<file path="src/rtl/wb_cp0_stage_pkg.sv">
// rtl/wb_cp0_stage_pkg.sv - shared types, bus layout, exception codes and CP0 addresses for the WB/CP0 stage
package wb_cp0_stage_pkg;

    localparam int MS_TO_WS_BUS_W = 118;

    typedef enum logic [3:0] {
        EXC_NONE     = 4'd0,
        EXC_INT      = 4'd1,
        EXC_ADEL_IF  = 4'd2,
        EXC_RI       = 4'd3,
        EXC_OV       = 4'd4,
        EXC_SYS      = 4'd5,
        EXC_BP       = 4'd6,
        EXC_ADEL_MEM = 4'd7,
        EXC_ADES     = 4'd8
    } exc_type_e;

    localparam logic [4:0] EXCCODE_INT  = 5'd0;
    localparam logic [4:0] EXCCODE_ADEL = 5'd4;
    localparam logic [4:0] EXCCODE_ADES = 5'd5;
    localparam logic [4:0] EXCCODE_SYS  = 5'd8;
    localparam logic [4:0] EXCCODE_BP   = 5'd9;
    localparam logic [4:0] EXCCODE_RI   = 5'd10;
    localparam logic [4:0] EXCCODE_OV   = 5'd12;

    // {rd[4:0], sel[2:0]}
    localparam logic [7:0] CP0_BADVADDR = {5'd8,  3'd0};
    localparam logic [7:0] CP0_COUNT    = {5'd9,  3'd0};
    localparam logic [7:0] CP0_COMPARE  = {5'd11, 3'd0};
    localparam logic [7:0] CP0_STATUS   = {5'd12, 3'd0};
    localparam logic [7:0] CP0_CAUSE    = {5'd13, 3'd0};
    localparam logic [7:0] CP0_EPC      = {5'd14, 3'd0};

    localparam logic [31:0] STATUS_WMASK = 32'h0000_ff03;

    typedef struct packed {
        logic [31:0] vaddr;
        logic        bd;
        logic        eret;
        logic [3:0]  exc_type;
        logic [7:0]  rd_sel;
        logic        res_from_cp0;
        logic        mtc0_we;
        logic        gr_we;
        logic [4:0]  dest;
        logic [31:0] result;
        logic [31:0] pc;
    } ms_to_ws_bus_t;

    function automatic logic [4:0] exc_code(input logic [3:0] t);
        case (t)
            EXC_ADEL_IF, EXC_ADEL_MEM: return EXCCODE_ADEL;
            EXC_ADES:                  return EXCCODE_ADES;
            EXC_SYS:                   return EXCCODE_SYS;
            EXC_BP:                    return EXCCODE_BP;
            EXC_RI:                    return EXCCODE_RI;
            EXC_OV:                    return EXCCODE_OV;
            default:                   return EXCCODE_INT;
        endcase
    endfunction

endpackage

</file>
<file path="src/rtl/wb_cp0_stage_cp0_regfile.sv">
// rtl/wb_cp0_stage_cp0_regfile.sv - CP0 state, read mux and exception/ERET/MTC0 updates
// Optional Count/Compare timer enabled by WB_TIMER_INT_EN.
module wb_cp0_stage_cp0_regfile
    import wb_cp0_stage_pkg::*;
#(
    parameter logic [31:0] STATUS_RST = 32'h0040_0000
) (
    input  logic        i_clk,
    input  logic        i_rst,
    input  logic [5:0]  i_ext_int,
    input  logic        i_exc_valid,
    input  logic [3:0]  i_exc_type,
    input  logic        i_bd,
    input  logic [31:0] i_pc,
    input  logic [31:0] i_vaddr,
    input  logic        i_eret,
    input  logic        i_mtc0_we,
    input  logic [7:0]  i_addr,
    input  logic [31:0] i_wdata,
    output logic [31:0] o_rdata,
    output logic [31:0] o_epc,
    output logic        o_has_int
);

    logic [31:0] r_badvaddr;
    logic [7:0]  r_status_im;
    logic        r_status_exl;
    logic        r_status_ie;
    logic        r_cause_bd;
    logic [1:0]  r_cause_ip_sw;
    logic [4:0]  r_cause_exccode;
    logic [31:0] r_epc;

    logic        w_ti;
    logic [31:0] w_count;
    logic [31:0] w_compare;
    logic [31:0] w_status;
    logic [31:0] w_cause;
    logic        w_wr_status;
    logic        w_wr_cause;
    logic        w_wr_epc;

    assign w_wr_status = i_mtc0_we && (i_addr == CP0_STATUS);
    assign w_wr_cause  = i_mtc0_we && (i_addr == CP0_CAUSE);
    assign w_wr_epc    = i_mtc0_we && (i_addr == CP0_EPC);

    always_ff @(posedge i_clk or posedge i_rst) begin
        if (i_rst) begin
            r_status_im  <= STATUS_RST[15:8];
            r_status_exl <= STATUS_RST[1];
            r_status_ie  <= STATUS_RST[0];
        end else if (i_exc_valid) begin
            r_status_exl <= 1'b1;
        end else if (i_eret) begin
            r_status_exl <= 1'b0;
        end else if (w_wr_status) begin
            r_status_im  <= i_wdata[15:8];
            r_status_exl <= i_wdata[1];
            r_status_ie  <= i_wdata[0];
        end
    end

    // BD and EPC only latch for the first fault; nested faults under EXL keep the original return point
    always_ff @(posedge i_clk or posedge i_rst) begin
        if (i_rst) begin
            r_cause_bd      <= 1'b0;
            r_cause_exccode <= 5'd0;
            r_cause_ip_sw   <= 2'd0;
        end else if (i_exc_valid) begin
            if (!r_status_exl) begin
                r_cause_bd <= i_bd;
            end
            r_cause_exccode <= exc_code(i_exc_type);
        end else if (w_wr_cause) begin
            r_cause_ip_sw <= i_wdata[9:8];
        end
    end

    always_ff @(posedge i_clk or posedge i_rst) begin
        if (i_rst) begin
            r_epc <= 32'd0;
        end else if (i_exc_valid) begin
            if (!r_status_exl) begin
                r_epc <= i_bd ? (i_pc - 32'd4) : i_pc;
            end
        end else if (w_wr_epc) begin
            r_epc <= i_wdata;
        end
    end

    always_ff @(posedge i_clk or posedge i_rst) begin
        if (i_rst) begin
            r_badvaddr <= 32'd0;
        end else if (i_exc_valid) begin
            case (i_exc_type)
                EXC_ADEL_IF:            r_badvaddr <= i_pc;
                EXC_ADEL_MEM, EXC_ADES: r_badvaddr <= i_vaddr;
                default:                r_badvaddr <= r_badvaddr;
            endcase
        end
    end

`ifdef WB_TIMER_INT_EN
    logic        r_tick;
    logic [31:0] r_count;
    logic [31:0] r_compare;
    logic        r_cause_ti;
    logic        w_wr_count;
    logic        w_wr_compare;

    assign w_wr_count   = i_mtc0_we && (i_addr == CP0_COUNT);
    assign w_wr_compare = i_mtc0_we && (i_addr == CP0_COMPARE);

    // Count advances on every second clock
    always_ff @(posedge i_clk or posedge i_rst) begin
        if (i_rst) begin
            r_tick  <= 1'b0;
            r_count <= 32'd0;
        end else begin
            r_tick <= ~r_tick;
            if (w_wr_count) begin
                r_count <= i_wdata;
            end else if (r_tick) begin
                r_count <= r_count + 32'd1;
            end
        end
    end

    always_ff @(posedge i_clk or posedge i_rst) begin
        if (i_rst) begin
            r_compare  <= 32'd0;
            r_cause_ti <= 1'b0;
        end else if (w_wr_compare) begin
            r_compare  <= i_wdata;
            r_cause_ti <= 1'b0;
        end else if (r_count == r_compare) begin
            r_cause_ti <= 1'b1;
        end
    end

    assign w_ti      = r_cause_ti;
    assign w_count   = r_count;
    assign w_compare = r_compare;
`else
    assign w_ti      = 1'b0;
    assign w_count   = 32'd0;
    assign w_compare = 32'd0;
`endif

    assign w_status = (STATUS_RST & ~STATUS_WMASK)
                    | {16'd0, r_status_im, 6'd0, r_status_exl, r_status_ie};
    assign w_cause  = {r_cause_bd, w_ti, 14'd0, i_ext_int[5] | w_ti, i_ext_int[4:0],
                       r_cause_ip_sw, 1'b0, r_cause_exccode, 2'd0};

    always_comb begin
        o_rdata = 32'd0;
        case (i_addr)
            CP0_BADVADDR: o_rdata = r_badvaddr;
            CP0_COUNT:    o_rdata = w_count;
            CP0_COMPARE:  o_rdata = w_compare;
            CP0_STATUS:   o_rdata = w_status;
            CP0_CAUSE:    o_rdata = w_cause;
            CP0_EPC:      o_rdata = r_epc;
            default:      o_rdata = 32'd0;
        endcase
    end

    assign o_epc     = r_epc;
    assign o_has_int = (|(w_cause[15:8] & r_status_im)) && r_status_ie && !r_status_exl;

endmodule

</file>
<file path="src/rtl/wb_cp0_stage.sv">
// rtl/wb_cp0_stage.sv - MIPS write-back stage: bus register, GPR commit, trace ports, CP0 hookup
// Optional Count/Compare timer enabled by WB_TIMER_INT_EN.
module wb_cp0_stage
    import wb_cp0_stage_pkg::*;
#(
    parameter logic [31:0] EXC_ENTRY  = 32'hbfc0_0380,
    parameter logic [31:0] STATUS_RST = 32'h0040_0000
) (
    input  logic                      clk,
    input  logic                      reset,
    input  logic                      ms_to_ws_valid,
    input  logic [MS_TO_WS_BUS_W-1:0] ms_to_ws_bus,
    output logic                      ws_allowin,
    input  logic [5:0]                ext_int,
    output logic                      rf_we,
    output logic [4:0]                rf_waddr,
    output logic [31:0]               rf_wdata,
    output logic                      ws_ex,
    output logic                      eret_flush,
    output logic [31:0]               ws_flush_pc,
    output logic                      has_int,
    output logic                      out_ws_valid,
    output logic [31:0]               debug_wb_pc,
    output logic [3:0]                debug_wb_rf_wen,
    output logic [4:0]                debug_wb_rf_wnum,
    output logic [31:0]               debug_wb_rf_wdata
);

    logic          r_ws_valid;
    ms_to_ws_bus_t r_bus;

    logic          w_ready_go;
    logic          w_ws_ex;
    logic          w_eret_flush;
    logic          w_mtc0_we;
    logic          w_rf_we;
    logic [31:0]   w_rf_wdata;
    logic [31:0]   w_cp0_rdata;
    logic [31:0]   w_epc;

    assign w_ready_go = 1'b1;
    assign ws_allowin = !r_ws_valid || w_ready_go;

    always_ff @(posedge clk or posedge reset) begin
        if (reset) begin
            r_ws_valid <= 1'b0;
        end else if (ws_allowin) begin
            r_ws_valid <= ms_to_ws_valid;
        end
    end

    // Bus is cleared on reset so every trace/RF output reads zero until the first instruction
    always_ff @(posedge clk or posedge reset) begin
        if (reset) begin
            r_bus <= '0;
        end else if (ms_to_ws_valid && ws_allowin) begin
            r_bus <= ms_to_ws_bus;
        end
    end

    assign w_ws_ex      = r_ws_valid && (r_bus.exc_type != EXC_NONE);
    assign w_eret_flush = r_ws_valid && r_bus.eret && !w_ws_ex;
    assign w_mtc0_we    = r_ws_valid && r_bus.mtc0_we && !w_ws_ex;
    assign w_rf_we      = r_ws_valid && r_bus.gr_we && !w_ws_ex;
    assign w_rf_wdata   = r_bus.res_from_cp0 ? w_cp0_rdata : r_bus.result;

    wb_cp0_stage_cp0_regfile #(
        .STATUS_RST (STATUS_RST)
    ) u_cp0 (
        .i_clk       (clk),
        .i_rst       (reset),
        .i_ext_int   (ext_int),
        .i_exc_valid (w_ws_ex),
        .i_exc_type  (r_bus.exc_type),
        .i_bd        (r_bus.bd),
        .i_pc        (r_bus.pc),
        .i_vaddr     (r_bus.vaddr),
        .i_eret      (w_eret_flush),
        .i_mtc0_we   (w_mtc0_we),
        .i_addr      (r_bus.rd_sel),
        .i_wdata     (r_bus.result),
        .o_rdata     (w_cp0_rdata),
        .o_epc       (w_epc),
        .o_has_int   (has_int)
    );

    assign ws_ex        = w_ws_ex;
    assign eret_flush   = w_eret_flush;
    assign ws_flush_pc  = w_ws_ex ? EXC_ENTRY : (w_eret_flush ? w_epc : 32'd0);
    assign out_ws_valid = r_ws_valid;

    assign rf_we    = w_rf_we;
    assign rf_waddr = r_bus.dest;
    assign rf_wdata = w_rf_wdata;

    assign debug_wb_pc       = r_bus.pc;
    assign debug_wb_rf_wen   = {4{w_rf_we}};
    assign debug_wb_rf_wnum  = r_bus.dest;
    assign debug_wb_rf_wdata = w_rf_wdata;

endmodule

</file>
<file path="config.mk">
export PLATFORM = sky130hd
export DESIGN_NAME = wb_cp0_stage
export DESIGN_NICKNAME = d
export VERILOG_FILES = /design/src/rtl/wb_cp0_stage_pkg.sv /design/src/rtl/wb_cp0_stage_cp0_regfile.sv /design/src/rtl/wb_cp0_stage.sv
export SDC_FILE = /design/constraint.sdc
export NUM_CORES = 1
export LEC_CHECK = 0
export BUFFER_PORTS_ARGS = -buffer_cell sky130_fd_sc_hd__buf_4
export CORE_ASPECT_RATIO = 0.75
export CORE_MARGIN = 2
export CORE_UTILIZATION = 50
export CTS_BUF_LIST = sky130_fd_sc_hd__clkbuf_4 sky130_fd_sc_hd__clkbuf_8
export DETAILED_ROUTE_END_ITERATION = 10
export PLACE_DENSITY = 0.76
export SETUP_SLACK_MARGIN = 0.02
export SKIP_LAST_GASP = 1
export SLEW_MARGIN = 20
export SYNTH_ARGS = -nofsm -noshare
export SYNTH_HDL_FRONTEND = slang
export SYNTH_SLANG_ARGS = --single-unit
</file>
<file path="constraint.sdc">
create_clock -name clk -period 7.4 [get_ports clk]
set_clock_uncertainty 0.15 [all_clocks]
set_input_delay 0.37 -clock clk [delete_from_list [all_inputs] [get_ports clk]]
set_output_delay 0.37 -clock clk [all_outputs]
set_load 0.1 [all_outputs]
</file>
======== Word level (Yosys, flattened, before mapping) ========
Cells that the tools add are included.
operators by class
  $add $sub $neg .......................... 1
  equal/unequal tests ..................... 12
  mux-type cells .......................... 13
  bitwise operators ....................... 4
  reductions and logical operators ........ 26
operators with widths
  kind                                                                    number
  32-bit 2-to-1 mux                                                       7
  32-bit one-hot mux with 4 select lines                                  1
  32-bit one-hot mux with 2 select lines                                  1
  8-bit by 7-bit equality test with 1-bit output (second input constant)  4
  32-bit by 3-bit subtractor with 32-bit output (second input constant)   1
  4-bit one-hot mux with 6 select lines                                   1
  4-bit by 3-bit equality test with 1-bit output (second input constant)  4
  1-bit logical AND                                                       12
  8-bit AND                                                               1
  4-bit by 2-bit equality test with 1-bit output (second input constant)  2
  2-bit AND reduction                                                     4
  8-bit OR reduction                                                      1
  4-bit equality test (second input constant)                             1
  2-bit nonzero test                                                      2
  4-bit nonzero test                                                      1
  2-bit OR reduction                                                      2
  1-bit 2-to-1 mux                                                        3
  1-bit inverter                                                          3
  3-bit AND reduction                                                     1
  3-bit nonzero test                                                      1
  1-bit zero test                                                         2
  2-bit != test (second input constant)                                   1
word-level totals
  flip-flop bits (word level) ............. 201
  output and inout bits ................... 148

======== Logic depth before layout (Yosys ltp) ========
Gate-level depths: netlist of the first run.
  word-level depth ........................ 8
  depth in mapped cells ................... 10
  gate-level depth less buffers ........... 7

======== Cells and area by module ========
From an unflattened synthesis of the first run, not the netlist that was laid out.
second synthesis, totals
  cells, all modules ...................... 954
  area total of the unflattened synthesis .. 10652.7 um^2
modules (own cells, without submodules)
  module                    times used  cells each  area each (um^2)  seq. area each (um^2)
  wb_cp0_stage              1           411         5674.2            2977.9
  wb_cp0_stage_cp0_regfile  1           543         4978.5            2026.9

======== Worst setup path after synthesis of the first run ========
OpenSTA, ideal clock, no wires.
  path kind ............................... reg-to-output
  from .................................... register r_bus[73] in the netlist's numbering
  to ...................................... output port rf_wdata[20]
  arrival time ............................ 3.972 ns
  slack ................................... 2.908 ns
  cell stages (with the launch flop) ...... 10
  path buffers ............................ 4
  cells stage by stage .................... dfrtp_1 -> nor4_1 -> and3_1 -> clkbuf_1 -> and2_1 -> clkbuf_1 -> clkbuf_1 -> a22oi_1 -> o22ai_1 -> buf_4
on the way
  longest elaborated chain between the ends .. 3
ends and longest elaborated chain
  item                                            RTL line                         source
  start, declared                                 wb_cp0_stage.sv:30               ms_to_ws_bus_t r_bus;
  start signal, assigned                          wb_cp0_stage.sv:57               r_bus <= ms_to_ws_bus;
  8-bit by 7-bit equality test with 1-bit output  wb_cp0_stage_cp0_regfile.sv:157  case (i_addr)
  32-bit one-hot mux with 4 select lines (*)      wb_cp0_stage_cp0_regfile.sv:157
  32-bit 2-to-1 mux (*)                           wb_cp0_stage.sv:65               assign w_rf_wdata = r_bus.res_from_cp0 ? w_cp0_rdata : r_bus.result;
  end, declared                                   wb_cp0_stage.sv:17               output logic [31:0] rf_wdata,
Mark *: on every way between the ends. The rest lies on a longest branch, timed or not.

======== Worst setup path after layout of the first run ========
  from .................................... register r_bus[76] in the netlist's numbering
  to ...................................... output port rf_wdata[29]
Same word-level chain as after synthesis.

==> reports/results.ini, run 1 <==
[route]
dr.pass1.iters = 5
ant_nets = 0
num_vias = 9151
wl_um = 32600
drcViolationCount = 0
viasPerCell = 5.638
drt_iter0_drc = 920
wl_per_cell_um = 20.09

[placement]
place.gp.congestion = 0.9202
dpl.hpwl_um = 21960
dpl_worst_slack_ps = 3977
numPortBuffers = 273
place_area_um2 = 12070

[final_layout]
fill_cells = 1636
final_cell_area_um2 = 13680
drive_gt1_frac = 0.3184
mostFrequentLayoutCell = buf_4
final_util = 0.6710
synthToLayoutAreaGrowth_pct = 30.85
final_cell_mix = buf_4 (282), dfrtp_1 (200), nand2_1 (139), dlygate4sd3_1 (119)
seq_area_um2 = 5005
antenna_cells = 0
fin_nets = 1456
multiInputGateArea_um2 = 4415

[global_routing]
grt_pass1_wl_um = 49870
first_global_vias = 8874
antenna_found_initial = 0
overflow = 0
grtUsageTotal = 0.2973
grt_max_degree = 147

[worst_hold_path]
min_path_cells = 1
worstHoldEndpoint = out_ws_valid$_DFF_PP0_
min_from = ms_to_ws_valid
hold_class = in -> reg

[sta]
timing.final.ws_setup_ps = 3353
grt_setup_unrepaired = no
max-slew-margin-rel = 0.2938
slew_violations = 0
fmax_mhz = 247.1
layout_min_cycle_time_ps = 4047
setup_viol = 0
finalCritPeriodShare = 0.5468
fin_setup_tns_ps = 0
final_hold_viol_count = 0
worstMarginPinSlew_ps = 1051

[floorplan]
ios = 275
rows = 45
initial_core_util = 0.5128
die_w_um = 170.9
design.core.area_um2 = 20380
dieArea_um2 = 22090
die_y_um = 129.2

[synth]
synth-compound-area-share = 0.1347
synth.mux.area_fraction = 0.1391
synthXorXnorAreaFrac = 0.02263
synthAdderAreaFrac = 0.001197
avgSynthCellArea_um2 = 9.832
synthSimpleGateAreaFrac = 0.1204
synth_seq_cells = 200
synthArstFlopShare = 1.000
synth_edf_count = 0
syn_inst = 1063
ys.flop_type = dfrtp_1
synth_top_family_by_area = multiplexers
seq_area_frac_synth = 0.4789
synth_nets = 1191
synth_area_leaders = dfrtp_1 (48%), mux2_2 (11%), buf_4 (5.7%), nand2_1 (5.0%), o21ai_0 (4.7%)
yosysUniqueCellTypes = 60
synth_top_cell_area_share = 0.4789
syn_area_um2 = 10450
synth_warnings = 0
synth_area_leader_cell = dfrtp_1

[setup_path]
crit_path_start = r_bus[76]$_DFFE_PP0P_
required_ps = 6880
rr_startpoint = r_bus[76]$_DFFE_PP0P_
crit_type = reg -> out
crit_fanout = 17
arrival_ps = 3530
rrSetupSlack_ps = 3840
timing.rr.end = u_cp0.o_epc[20]$_DFFE_PP0P_
crit_path_end_kind = output port
r2r_cells = 5
start_kind = flip-flop

[power_and_ir_drop]
p_leak_nw = 6.259
ir_drop_mv = 0.1569
power.density_nw_per_um2 = 247.0

[cts]
clkLatencyLatePin_ps = 490
cts_resized = 0
numCtsBuffers = 17
clkSinkCount = 200
cts_tree = built
cts.htree.levels = 4
hold_buffers = 118
clk_pin_slew_ps = 110
cts_root_buffer = clkbuf_8
clockBufferDepth = 2
cts_setup_buffers = 0

[outcome]
status = finished, final reports clean

[job]
cap_violations = 0

==> per-stage QoR <==
step | hold WS [ps] | total power, mW | cells
after global placement | 313.7 | 2.604 | 1471
after floorplan | 251.4 | 2.339 | 1063
after detailed placement | 332.9 | 2.626 | 1471
final | 230.0 | 3.378 | 1623
after global routing | 228.0 | 3.519 | 1623
after CTS | 2.554 | 3.366 | 1621
==> power by group <==
part / leakage [nW] / internal (mW) / switching, mW
sequential: 2.42 / 1.29 / 0.236
clock: 0.193 / 0.252 / 0.447
combinational: 3.64 / 0.352 / 0.800
total: 6.26 / 1.90 / 1.48
==> per-layer routing <==
layer  GRT usage  routed length, um  vias to the layer above
met3     0.08919               3324                       52
met1      0.4370              14580                     4426
met2      0.4339              14180                      500
li1            -                  -                     4173
met4     0.07129                516                        0
met5           0                  0                        -
==> registers in the layout, summed over array words and instances, names as in the netlist <==
signal,flops
u_cp0.r_status_im,8
u_cp0.r_cause_exccode,4
debug_wb_pc,32
u_cp0.o_epc,32
u_cp0.r_status_ie,1
u_cp0.r_badvaddr,32
u_cp0.r_status_exl,1
debug_wb_rf_wnum,5
out_ws_valid,1
u_cp0.r_cause_ip_sw,2
u_cp0.r_cause_bd,1
r_bus,81
==> how the worst max path moves through the flow <==
stage / to / slack [ps] / cells after the start
after floorplan: debug_wb_pc[0]$_DFFE_PP0P_ / 1430 / 1
after global placement: u_cp0.o_epc[13]$_DFFE_PP0P_ / 4110 / 5
after detailed placement: u_cp0.o_epc[20]$_DFFE_PP0P_ / 3980 / 5
after CTS: rf_wdata[30] / 3450 / 5
after global routing: rf_wdata[29] / 3200 / 6
final: rf_wdata[29] / 3350 / 5
==> cell families (layout without fill, tap and decap cells) <==
logic type	after synthesis	in the layout
AOI/OAI and AO/OA	230	230
xor gates and xnor gates	27	27
adders and majority gates	1	1
buffers and inverters	202	480
DFF	200	200
muxes	133	133
other	1	1
and+or+nand+nor	269	269
==> cells in the mapped netlist, types with 3 or more instances <==
cell,count
o211ai_1,8
xor2_1,12
mux2_2,98
buf_4,80
or4_4,3
o311ai_0,3
nor2_1,34
dfrtp_1,200
nand2_1,140
o22ai_1,35
a21oi_1,25
buf_2,6
clkbuf_1,67
nor4_1,11
a22o_1,7
xnor2_1,15
inv_1,46
or4_1,3
nand3_1,17
o21ai_0,98
a22oi_1,33
or3_1,5
nor3_1,14
and3_1,24
mux2i_1,35
==> critical path, stage by stage, from the launching register on <==
cell and delay, ps:
dfrtp_1 620, nor2_1 880, and2_1 710, a22oi_1 170, o22ai_1 300, buf_4 360
==> cell type report <==
type / instances / area share
inverters: 46 / 0.01317
repair buffers: 402 / 0.2439
clock buffers: 17 / 0.01711
clock inverters: 15 / 0.01116
flip-flops and latches: 200 / 0.3660
well taps: 282 / 0.02580
multi-input cells: 661 / 0.3229
No activity file was read; power rests on OpenSTA's default activity.
==> run 2: changes to the inputs <==
PLACE_DENSITY = 0.79   (was 0.76)
clock period = 3.4 ns   (was 7.4 ns; I/O delays follow)
==> run 2 against run 1 <==
Against the previous run: hold slack improved by 26 ps; die area is the same; combinational power grew 120%; design area up 2.1%; largest power group unchanged; critical endpoint is now rf_wdata[28]; global-route usage rose by 1.1 points; largest cell class unchanged; setup slack got worse by 3200 ps; flip-flop and latch count is the same.
==> reports/results.ini, run 2 (synthesis gave the netlist of run 1 again) <==
[outcome]
status = finished, final reports clean

[final_layout]
synthToLayoutAreaGrowth_pct = 33.56
largest_reg_flops = 81
fin_cells = 1637
fill_cells = 1539
largest-register = r_bus
antenna_cells = 0
final_util = 0.6848
final_cell_area_um2 = 13960
mostFrequentLayoutCell = buf_4
fin_nets = 1470
drive_gt1_frac = 0.3432
final_cell_mix = buf_4 (292), dfrtp_1 (199), nand2_1 (139), dlygate4sd3_1 (120), mux2_2 (98)

[route]
drt_iter0_drc = 965
dr.pass1.iters = 5
drcViolationCount = 0
wl_um = 33910
num_vias = 9202
wl_per_cell_um = 20.71
viasPerCell = 5.621
ant_nets = 0

[sta]
fmax_mhz = 306.0
max-slew-margin-rel = 0.3401
timing.final.ws_setup_ps = 132.4
worstMarginPinSlew_ps = 986.2
final_hold_viol_count = 0
grt_setup_unrepaired = no
slew_violations = 0
fin_setup_tns_ps = 0
fin_hold_ws_ps = 255.7
setup_viol = 0
layout_min_cycle_time_ps = 3268
finalCritPeriodShare = 0.9611

[floorplan]
dieArea_um2 = 22090
initial_core_util = 0.5128
die_y_um = 129.2
ios = 275
rows = 45
die_w_um = 170.9
design.core.area_um2 = 20380

[placement]
place_area_um2 = 12380
place.gp.congestion = 0.8916
numPortBuffers = 273
dpl.hpwl_um = 23510
dpl_worst_slack_ps = 381.1
dp.cells = 1485

[setup_path]
r2r_cells = 6
start_kind = flip-flop
rr_startpoint = r_bus[73]$_DFFE_PP0P_
required_ps = 3080
crit_path_end_kind = output port
arrival_ps = 2950
crit_type = reg -> out
rrSetupSlack_ps = 250
crit_fanout = 16
timing.rr.end = u_cp0.r_status_ie$_DFFE_PP0P_

[cts]
clkLatencyLatePin_ps = 470
cts_tree = built
clkSinkCount = 200
clk_pin_slew_ps = 110
numCtsBuffers = 17
clockBufferDepth = 2
cts_root_buffer = clkbuf_8
cts.htree.levels = 4

[global_routing]
antenna_found_initial = 0
grt_pass1_wl_um = 51490
first_global_vias = 8791
grtUsageTotal = 0.3086
overflow = 0
grt_max_degree = 121

[power_and_ir_drop]
p_leak_nw = 6.335
pwr-share-clk = 0.198
p_comb_frac = 0.349
internal_power_mw = 4.143
power.density_nw_per_um2 = 528.7
p_switching_mw = 3.237
total_power_mw = 7.380
netSwitchingFraction = 0.4386
seqPwrFrac = 0.454
ir_drop_mv = 0.3646

[job]
cap_violations = 0

[worst_hold_path]
hold_class = in -> async

## run 2: worst max-delay path: stages (launching register included)
cell and delay (ps):
dfrtp_1 420, nor4_1 530, buf_4 220, and3_1 290, and2_4 340, a22oi_1 100, o22ai_1 210, buf_4 350
## run 2: what timing repair did
action,CTS,global route
gates resized for setup,1,1
hold buffers,120,0
hold endpoints to repair,319,0
setup endpoints to repair,32,28
setup buffers,0,0
## run 2: worst max path at each step
stage | start | endpoint | slack (ps) | cells past startpoint
finish | r_bus[73]$_DFFE_PP0P_ | rf_wdata[28] | 130 | 7
global route | r_bus[73]$_DFFE_PP0P_ | rf_wdata[30] | 70 | 7
CTS | r_bus[73]$_DFFE_PP0P_ | rf_wdata[30] | 120 | 7
detailed placement | r_bus[73]$_DFFE_PP0P_ | debug_wb_rf_wdata[21] | 380 | 7
global placement | r_bus[73]$_DFFE_PP0P_ | debug_wb_rf_wdata[6] | 420 | 7
floorplan | r_bus[73]$_DFFE_PP0P_ | rf_wdata[25] | -890 | 9
## run 2: power by group through the flow
stage          clock network, mW  logic (mW)  registers (mW)
6_report                    1.46        2.57            3.35
2_1_floorplan                  0        2.05            3.08
3_3_place_gp                   0        2.41            3.35
3_5_place_dp                   0        2.44            3.35
4_1_cts                     1.48        2.56            3.31
5_1_grt                     1.58        2.73            3.39
## run 2: final cells by class
| class | instances | area (um^2) | area share |
|---|---|---|---|
| Multi-Input combinational cell | 661 | 4587 | 0.3286 |
| Sequential cell | 200 | 5006 | 0.3586 |
| Timing Repair Buffer | 416 | 3465 | 0.2482 |
| Clock inverter | 15 | 137.6 | 0.009860 |
| Clock buffer | 17 | 234.0 | 0.01676 |
| Inverter | 46 | 176.4 | 0.01264 |
| Tap cell | 282 | 352.8 | 0.02528 |
## run 2: per-layer routing
| metal | vias up | track usage | wire length [um] |
|---|---|---|---|
| met1 | 4485 | 0.4613 | 15200 |
| met3 | 28 | 0.09591 | 3803 |
| li1 | 4197 | - | - |
| met2 | 492 | 0.4475 | 14570 |
| met5 | - | 0 | 0 |
| met4 | 0 | 0.05533 | 333 |
